`src/rtl/coin_pkg.sv`:
```
// Shared types and constants for the coin dispense sequencer.
package coin_pkg;

    typedef enum logic [2:0] {
        IDLE,
        BACK_ACK,
        BACK_WAIT,
        FRONT_ACK,
        FRONT_WAIT,
        FAULT
    } state_t;

    localparam int DEFAULT_MAX_COINS      = 20;
    localparam int DEFAULT_TIMEOUT_CYCLES = 50_000_000;

    localparam logic SERVO_BACK  = 1'b1;
    localparam logic SERVO_FRONT = 1'b0;

endpackage

```
`src/rtl/coin_dispense_sequencer_stall_timer.sv`:
```
// Wait-state watchdog: counts enabled cycles and flags the terminal count.
module stall_timer
    import coin_pkg::*;
#(
    parameter int TIMEOUT_CYCLES = DEFAULT_TIMEOUT_CYCLES
) (
    input  logic clk,
    input  logic clr,
    input  logic clear,
    input  logic enable,
    output logic expired
);

    localparam int TIMER_W = (TIMEOUT_CYCLES > 1) ? $clog2(TIMEOUT_CYCLES) : 1;
    localparam logic [TIMER_W-1:0] LAST = TIMER_W'(TIMEOUT_CYCLES - 1);

    logic [TIMER_W-1:0] count;

    // Saturates at the terminal count so it can never wrap back to zero.
    always_ff @(posedge clk) begin
        if (!clr) begin
            count <= '0;
        end else if (clear) begin
            count <= '0;
        end else if (enable && (count != LAST)) begin
            count <= count + TIMER_W'(1);
        end
    end

    assign expired = enable && (count == LAST);

endmodule

```
`src/rtl/coin_dispense_sequencer.sv`:
```
// Sequences one back/front servo stroke per requested coin with a stall watchdog.
module coin_dispense_sequencer
    import coin_pkg::*;
#(
    parameter int MAX_COINS      = DEFAULT_MAX_COINS,
    parameter int COUNT_W        = 5,
    parameter int TIMEOUT_CYCLES = DEFAULT_TIMEOUT_CYCLES
) (
    input  logic               clk,
    input  logic               clr,
    input  logic               req_valid,
    input  logic [COUNT_W-1:0] req_count,
    output logic               req_ready,
    output logic [31:0]        servo_ctrl,
    input  logic               servo_back_done,
    input  logic               servo_front_done,
    output logic               busy,
    output logic [COUNT_W-1:0] coins_left,
    output logic               done_pulse,
    output logic               fault
);

    localparam logic [COUNT_W-1:0] MAX_COUNT = COUNT_W'(MAX_COINS);

    state_t             state;
    state_t             state_next;
    logic               push;
    logic               push_next;
    logic [COUNT_W-1:0] coins_next;
    logic [COUNT_W-1:0] clamped;
    logic               done_next;
    logic               fault_next;
    logic               wait_state;
    logic               timer_clear;
    logic               timer_expired;

    assign clamped     = (req_count > MAX_COUNT) ? MAX_COUNT : req_count;
    assign wait_state  = (state == BACK_ACK) || (state == BACK_WAIT) ||
                         (state == FRONT_ACK) || (state == FRONT_WAIT);
    assign timer_clear = (state_next != state);

    stall_timer #(
        .TIMEOUT_CYCLES(TIMEOUT_CYCLES)
    ) u_stall_timer (
        .clk     (clk),
        .clr     (clr),
        .clear   (timer_clear),
        .enable  (wait_state),
        .expired (timer_expired)
    );

    always_comb begin
        state_next = state;
        push_next  = push;
        coins_next = coins_left;
        done_next  = 1'b0;
        fault_next = fault;
        case (state)
            IDLE: begin
                if (req_valid) begin
                    if (clamped == '0) begin
                        done_next = 1'b1;
                    end else begin
                        coins_next = clamped;
                        push_next  = SERVO_BACK;
                        state_next = BACK_ACK;
                    end
                end
            end
            BACK_ACK: begin
                if (!servo_back_done) state_next = BACK_WAIT;
            end
            BACK_WAIT: begin
                if (servo_back_done) begin
                    push_next  = SERVO_FRONT;
                    state_next = FRONT_ACK;
                end
            end
            FRONT_ACK: begin
                if (!servo_front_done) state_next = FRONT_WAIT;
            end
            FRONT_WAIT: begin
                if (servo_front_done) begin
                    if (coins_left <= COUNT_W'(1)) begin
                        coins_next = '0;
                        done_next  = 1'b1;
                        state_next = IDLE;
                    end else begin
                        coins_next = coins_left - COUNT_W'(1);
                        push_next  = SERVO_BACK;
                        state_next = BACK_ACK;
                    end
                end
            end
            FAULT: begin
            end
            default: state_next = IDLE;
        endcase
        // A completed handshake on the expiring cycle still counts as progress.
        if (wait_state && (state_next == state) && timer_expired) begin
            state_next = FAULT;
            push_next  = SERVO_FRONT;
            fault_next = 1'b1;
        end
    end

    always_ff @(posedge clk) begin
        if (!clr) begin
            state      <= IDLE;
            push       <= SERVO_FRONT;
            coins_left <= '0;
            done_pulse <= 1'b0;
            fault      <= 1'b0;
        end else begin
            state      <= state_next;
            push       <= push_next;
            coins_left <= coins_next;
            done_pulse <= done_next;
            fault      <= fault_next;
        end
    end

    assign servo_ctrl = {31'b0, push};
    assign req_ready  = (state == IDLE);
    assign busy       = (state != IDLE) && (state != FAULT);

endmodule
```
`config.mk`:
```
export PLATFORM = sky130hd
export DESIGN_NAME = coin_dispense_sequencer
export DESIGN_NICKNAME = d
export VERILOG_FILES = /design/src/rtl/coin_pkg.sv /design/src/rtl/coin_dispense_sequencer_stall_timer.sv /design/src/rtl/coin_dispense_sequencer.sv
export SDC_FILE = /design/constraint.sdc
export NUM_CORES = 1
export LEC_CHECK = 0
export CORE_MARGIN = 3
export CORE_UTILIZATION = 51
export DETAILED_ROUTE_END_ITERATION = 10
export GPL_TIMING_DRIVEN = 0
export PLACE_DENSITY = 0.79
export SLEW_MARGIN = 30
export SYNTH_ARGS = -nofsm -noshare
export SYNTH_HDL_FRONTEND = slang
export SYNTH_SLANG_ARGS = --single-unit
```
`constraint.sdc`:
```
create_clock -name clk -period 2.85 [get_ports clk]
set_input_delay 0.4275 -clock clk [delete_from_list [all_inputs] [get_ports clk]]
set_output_delay 0.4275 -clock clk [all_outputs]
set_load 0.05 [all_outputs]
```
==> results.sh, run 1 <==
export IMPL_status="finished, final reports clean"
export IMPL_path_class="flop to output port"
export IMPL_via_per_inst=5.50
export IMPL_async_reset_ff_share_pct=0
export IMPL_finalHoldViolations=0
export IMPL_tightest_slew_ns=0.661
export IMPL_regToRegSetupSlack_ns=0.35
export IMPL_port_buffers=17
export IMPL_cts_buffers=5
export IMPL_path_cells="clkbuf_1 -> xnor2_1 -> nand2_1 -> clkdlybuf4s50_1"
export IMPL_timing_final_ws_setup_ns=0.347
export IMPL_post_route_period_util_pct=87.8
export IMPL_synthTopCellsByCount="dfxtp_1, buf_4, nor3_1"
export IMPL_grt_first_pass_wirelength_um=8990
export IMPL_clk_pin_slew_worst_paths_ns=0.07
export IMPL_final_util_pct=64.4
export IMPL_clock_sinks=37
export IMPL_fin_crit_ns=2.50
export IMPL_power_density_nw_per_um2=482
export IMPL_cap_violations=0
export IMPL_holdCritPathClass="flop to flop"
export IMPL_required_ns=2.42
export IMPL_layout_drive_gt1_share_pct=17.8
export IMPL_die_x_um=74.8
export IMPL_gr_total_overflow=0
export IMPL_crit_slowest_cell="clkdlybuf4s50_1"
export IMPL_place_congestion=0.858
export IMPL_vias=2171
export IMPL_fmax_ghz=0.400
export IMPL_cts_repair_resized=0
export IMPL_synth_cell_type_count=57
export IMPL_cpPeakStageDelay_ns=0.80
export IMPL_routed_wirelength_um=5350
export IMPL_yosysTopAreaCellShare_pct=30.7
export IMPL_drc=0
export IMPL_holdBufCountCts=0
export IMPL_drt_initial_drc_count=136
export IMPL_skew_ns=0.0102
export IMPL_yosys_area_top_type="dfxtp_1"
export IMPL_num_antenna_cells=0
export IMPL_dp_hpwl_um=3870
export IMPL_fin_nets=355
export IMPL_synth_area_leaders="dfxtp_1, buf_4, xnor2_1"
export IMPL_ys_seq_area_share_pct=30.7
export IMPL_start_kind="flop"
export IMPL_root_buffer="clkbuf_8"
export IMPL_grt_max_degree=12
export IMPL_dieArea_sq_um=5600
export IMPL_io_pin_count=51
export IMPL_syn_area_per_cell_sq_um=8.39
export IMPL_netlist_area_sq_um=2420
export IMPL_yosysMostFrequentCell="dfxtp_1"
export IMPL_cts_tree="yes"
export IMPL_post_cts_buffers=0
export IMPL_core_sq_um=4470
export IMPL_worst_path_max_fanout=10
export IMPL_htreeDepth=2
export IMPL_area_growth_pct=19.2
export IMPL_rsz0062_at_grt="false"
export IMPL_ys_warn_count=0
export IMPL_synth_main_ff_cell="dfxtp_1"
export IMPL_syn_instance_count=288
export IMPL_ant_nets=0
export IMPL_drv_slew=0
export IMPL_place_ws_ns=0.222
export IMPL_insertion_delay_ns=0.29
export IMPL_finalSetupTns_ns=0
export IMPL_grt_util_all_layers_pct=20.4
export IMPL_grt_antenna_before_repair=0
export IMPL_setup_violations_final=0
export IMPL_synth_edf_count=0
export IMPL_die_y_um=74.8
export IMPL_start_util_pct=54.0
export IMPL_ys_ff_latch=37
export IMPL_critPathBufInv=2
export IMPL_total_power_mw=1.39
export IMPL_ir_drop_mv=0.568
export IMPL_p_leak_nw=1.10
export IMPL_crit_family="buffers and inverters"
export IMPL_grt_pass1_vias=1968
export IMPL_critPathCaptureType="output port"
export IMPL_drt_first_pass_iters=4
export IMPL_cts_path_max_buffers=2
export IMPL_relSlewSlack_pct=56.0
export IMPL_wl_per_cell_um=13.5
export IMPL_cp_arrival_ns=2.08
export IMPL_fp_row_count=24
-- report_power, final --
part | internal [mW] | switching (mW)
logic | 0.117 | 0.245
clock network | 0.285 | 0.191
registers | 0.531 | 0.0184
-- worst register-to-register path, stage by stage (launching register included) --
cell and delay, ns:
dfxtp_1 0.45, inv_1 0.10, ha_1 0.19, o21bai_1 0.16, and2_1 0.18, o221a_2 0.33, a32oi_2 0.43, clkbuf_1 0.43
nor3_1 0.10
-- stage by stage --
step | hold WS (ns) | instances | area (sq um)
3_3_place_gp | 0.451 | 387 | 2760
4_1_cts | 0.487 | 395 | 2880
2_1_floorplan | 0.463 | 318 | 2530
3_5_place_dp | 0.466 | 387 | 2760
5_1_grt | 0.501 | 395 | 2880
6_report | 0.482 | 395 | 2880
-- path summary, 6_finish.rpt --
| check | endpoint | cells after the start | startpoint |
|---|---|---|---|
| worst max-delay path | busy | 4 | state[2] |
| worst min register to register | fault | 1 | fault |
| worst min-delay path | fault | 1 | fault |
| worst max register to register | u_stall_timer.count[24] | 8 | coins_left[1] |
-- layer usage --
layer	global-route usage, %	up-vias	routed length, um
met5	0	-	0
met4	8.89	0	159
met3	4.54	17	272
met2	30.9	71	2450
met1	27.9	996	2460
li1	-	1087	-
-- flip-flops by register name, indices dropped and copies added, names as in the netlist --
signal,flops
u_stall_timer.count,26
push,1
done_pulse,1
coins_left,5
fault,1
state,3
-- final cells by class --
type | count | area (sq um)
repair buffers | 17 | 170
clock inverters | 1 | 30.0
multi-input cells | 219 | 1420
inverters | 13 | 48.8
flip-flops and latches | 37 | 741
plain buffers | 49 | 320
fillers | 386 | 1590
well taps | 52 | 65.1
clock buffers | 7 | 86.3
-- kinds of logic (layout without fill, tap and decap cells) --
group / Yosys count / count (layout) / synth area share [%]
AOI/OAI and AO/OA: 56 / 56 / 18.2
xor gates and xnor gates: 22 / 22 / 7.98
adders and majority gates: 3 / 3 / 1.55
buffers and inverters: 62 / 87 / 15.3
DFF: 37 / 37 / 30.7
muxes: 2 / 2 / 0.829
other: 1 / 31 / 0.155
and+or+nand+nor: 105 / 105 / 25.4
-- layout by cell type, fill, tap and decap left out, types with 3 or more instances in the layout --
cell and count:
dfxtp_1 37, buf_4 32, conb_1 31, nor3_1 28, xnor2_1 21, clkdlybuf4s50_1 17, nand2_1 14, inv_1 13
a211oi_1 11, clkbuf_1 10, a21oi_1 10, nor2_1 10, nand3_1 9, nor4_1 8, buf_2 7, o21ai_0 7
clkbuf_8 6, or3_1 4, and4_1 4, nand4_1 4, and3_1 3, o211a_1 3, and2_1 3, o21a_1 3
ha_1 3
No activity file was read; power rests on OpenSTA's default activity.
==> run 2: changes to the inputs <==
--- a/config.mk
+++ b/config.mk
@@ -14,3 +14,4 @@
 export SYNTH_ARGS = -nofsm -noshare
 export SYNTH_HDL_FRONTEND = slang
 export SYNTH_SLANG_ARGS = --single-unit
+export TNS_END_PERCENT = 50
==> results of run 2 <==
No change in the layout: final DEF, timing and power equal those of run 1.
==> run 3: changes to the inputs <==
--- a/config.mk
+++ b/config.mk
@@ -9,7 +9,7 @@
 export CORE_UTILIZATION = 51
 export DETAILED_ROUTE_END_ITERATION = 10
 export GPL_TIMING_DRIVEN = 0
-export PLACE_DENSITY = 0.79
+export PLACE_DENSITY = 0.83
 export SLEW_MARGIN = 30
 export SYNTH_ARGS = -nofsm -noshare
 export SYNTH_HDL_FRONTEND = slang
==> run 3 against run 2 <==
Against the previous run: fmax shrank 0.69%; clock skew grew 0.0050 ns; utilization is the same; final cell count is the same; setup slack lost 0.017 ns; sequential share of layout area is the same; die area is the same; first-iteration DRC count grew 35%; non-clock buffer count is the same; critical path depth grew 3; clock power grew 0.8%; via count is essentially flat; largest power group unchanged.
==> results.sh, run 3 (synthesized netlist as in run 1, its figures left out) <==
export IMPL_status="finished, final reports clean"
export IMPL_skew_ns=0.0153
export IMPL_wl_per_cell_um=13.0
export IMPL_final_common_cell="dfxtp_1"
export IMPL_fin_crit_ns=2.52
export IMPL_cts_buffers=5
export IMPL_clk_pin_slew_worst_paths_ns=0.07
export IMPL_holdBufCountCts=0
export IMPL_timing_final_ws_setup_ns=0.330
export IMPL_cp_arrival_ns=2.68
export IMPL_top_register="u_stall_timer.count"
export IMPL_io_pin_count=51
export IMPL_grt_first_pass_wirelength_um=8660
export IMPL_design_area_sq_um=2880
export IMPL_place_ws_ns=0.216
export IMPL_via_per_inst=5.49
export IMPL_setup_worst_path_start="state[2]"
export IMPL_crit_top_cell="clkbuf_1"
export IMPL_finalHoldViolations=0
export IMPL_area_growth_pct=19.2
export IMPL_critPathBufInv=2
export IMPL_dp_hpwl_um=3730
export IMPL_place_congestion=0.846
export IMPL_relSlewSlack_pct=55.9
export IMPL_regToRegSetupSlack_ns=0.33
export IMPL_htreeDepth=2
export IMPL_drc=0
export IMPL_clock_sinks=37
export IMPL_core_sq_um=4470
export IMPL_final_cell_mix="dfxtp_1, buf_4, conb_1"
export IMPL_reg2reg_depth=7
export IMPL_fp_row_count=24
export IMPL_root_buffer="clkbuf_8"
export IMPL_layout_drive_gt1_share_pct=17.8
export IMPL_p_leak_nw=1.10
export IMPL_path_class="flop to flop"
export IMPL_required_ns=3.01
export IMPL_setup_violations_final=0
export IMPL_grt_pass1_vias=1940
export IMPL_gr_total_overflow=0
export IMPL_drv_slew=0
export IMPL_r2r_start="state[2]"
export IMPL_power_density_nw_per_um2=482
export IMPL_crit_family="compound AO/OA/AOI/OAI gates"
export IMPL_cap_violations=0
export IMPL_grt_max_degree=12
export IMPL_rsz0062_at_grt="false"
export IMPL_worst_path_max_fanout=10
export IMPL_vias=2169
export IMPL_critPathCaptureType="flop"
export IMPL_crit_slowest_cell="clkbuf_1"
export IMPL_start_util_pct=54.0
export IMPL_num_antenna_cells=0
export IMPL_reg2reg_to="u_stall_timer.count[24]"
export IMPL_grt_util_all_layers_pct=19.1
export IMPL_port_buffers=17
export IMPL_hold_ws_ns=0.480
export IMPL_drt_initial_drc_count=183
export IMPL_routed_wirelength_um=5120
export IMPL_die_x_um=74.8
export IMPL_drt_first_pass_iters=5
export IMPL_dieArea_sq_um=5600
export IMPL_start_kind="flop"
export IMPL_post_route_period_util_pct=88.4
export IMPL_path_cells="clkbuf_1 -> nor2_1 -> o32a_1 -> o221a_2 -> a32oi_2 -> clkbuf_1 -> nor3_1"
export IMPL_dpl_cell_area_sq_um=2760
export IMPL_die_y_um=74.8
export IMPL_post_cts_buffers=0
export IMPL_cts_path_max_buffers=2
export IMPL_worstSetupEndpoint="u_stall_timer.count[24]"
export IMPL_finalSetupTns_ns=0
export IMPL_total_power_mw=1.39
export IMPL_insertion_delay_ns=0.30
export IMPL_fin_nets=355
export IMPL_ir_drop_mv=0.358
export IMPL_reg_largest_list="u_stall_timer.count (26), coins_left (5), state (3)"
export IMPL_tightest_slew_ns=0.661
export IMPL_fmax_ghz=0.397
export IMPL_cts_repair_resized=0
export IMPL_cpPeakStageDelay_ns=0.44
export IMPL_holdCritPathClass="flop to flop"
export IMPL_cts_tree="yes"
export IMPL_largest_register_ffs=26
export IMPL_ant_nets=0
export IMPL_grt_antenna_before_repair=0
export IMPL_cp_num_cells=7
## run 3: cell counts in the layout (fill, tap and decap cells not counted)
Identical to the previous run, type by type.
## run 3: stage by stage
stage / util [%] / std cells
floorplan: - / 318
detailed placement: 61.8 / 387
global route: 64.4 / 395
finish: 64.4 / 395
CTS: 64.4 / 395
global placement: 61.8 / 387
## run 3: worst reg2reg max path, stage by stage, from the launching register on
cell and delay, ns:
dfxtp_1 0.43, clkbuf_1 0.37, nor2_1 0.12, o32a_1 0.33, o221a_2 0.17, a32oi_2 0.43
clkbuf_1 0.44, nor3_1 0.10
## run 3: where the power goes
| group | switching [mW] | internal, mW | leakage [nW] |
|---|---|---|---|
| combinational | 0.243 | 0.116 | 0.743 |
| clock | 0.194 | 0.286 | 0.0585 |
| sequential | 0.0184 | 0.531 | 0.300 |
## run 3: final cells by class
| cell class | instances | area [sq um] |
|---|---|---|
| Fill cell | 391 | 1590 |
| Multi-Input combinational cell | 219 | 1420 |
| Sequential cell | 37 | 741 |
| Buffer | 49 | 320 |
| Timing Repair Buffer | 17 | 170 |
| Clock buffer | 7 | 86.3 |
| Tap cell | 52 | 65.1 |
| Inverter | 13 | 48.8 |
| Clock inverter | 1 | 30.0 |
## run 3: how the worst min path moves through the flow
stage	cells after the start	startpoint	slack (ns)	to
2_1_floorplan	2	u_stall_timer.count[25]	0.46	u_stall_timer.count[25]
3_5_place_dp	1	fault	0.46	fault
4_1_cts	1	fault	0.48	fault
5_1_grt	2	u_stall_timer.count[14]	0.52	u_stall_timer.count[14]
3_3_place_gp	1	fault	0.45	fault
6_report	1	fault	0.48	fault
## run 3: routing by layer
metal | track usage (%) | vias to the layer above | routed length (um)
met4 | 6.13 | 0 | 70
li1 | - | 1091 | -
met2 | 29.8 | 94 | 2380
met1 | 26.7 | 976 | 2360
met5 | 0 | - | 0
met3 | 3.47 | 8 | 317
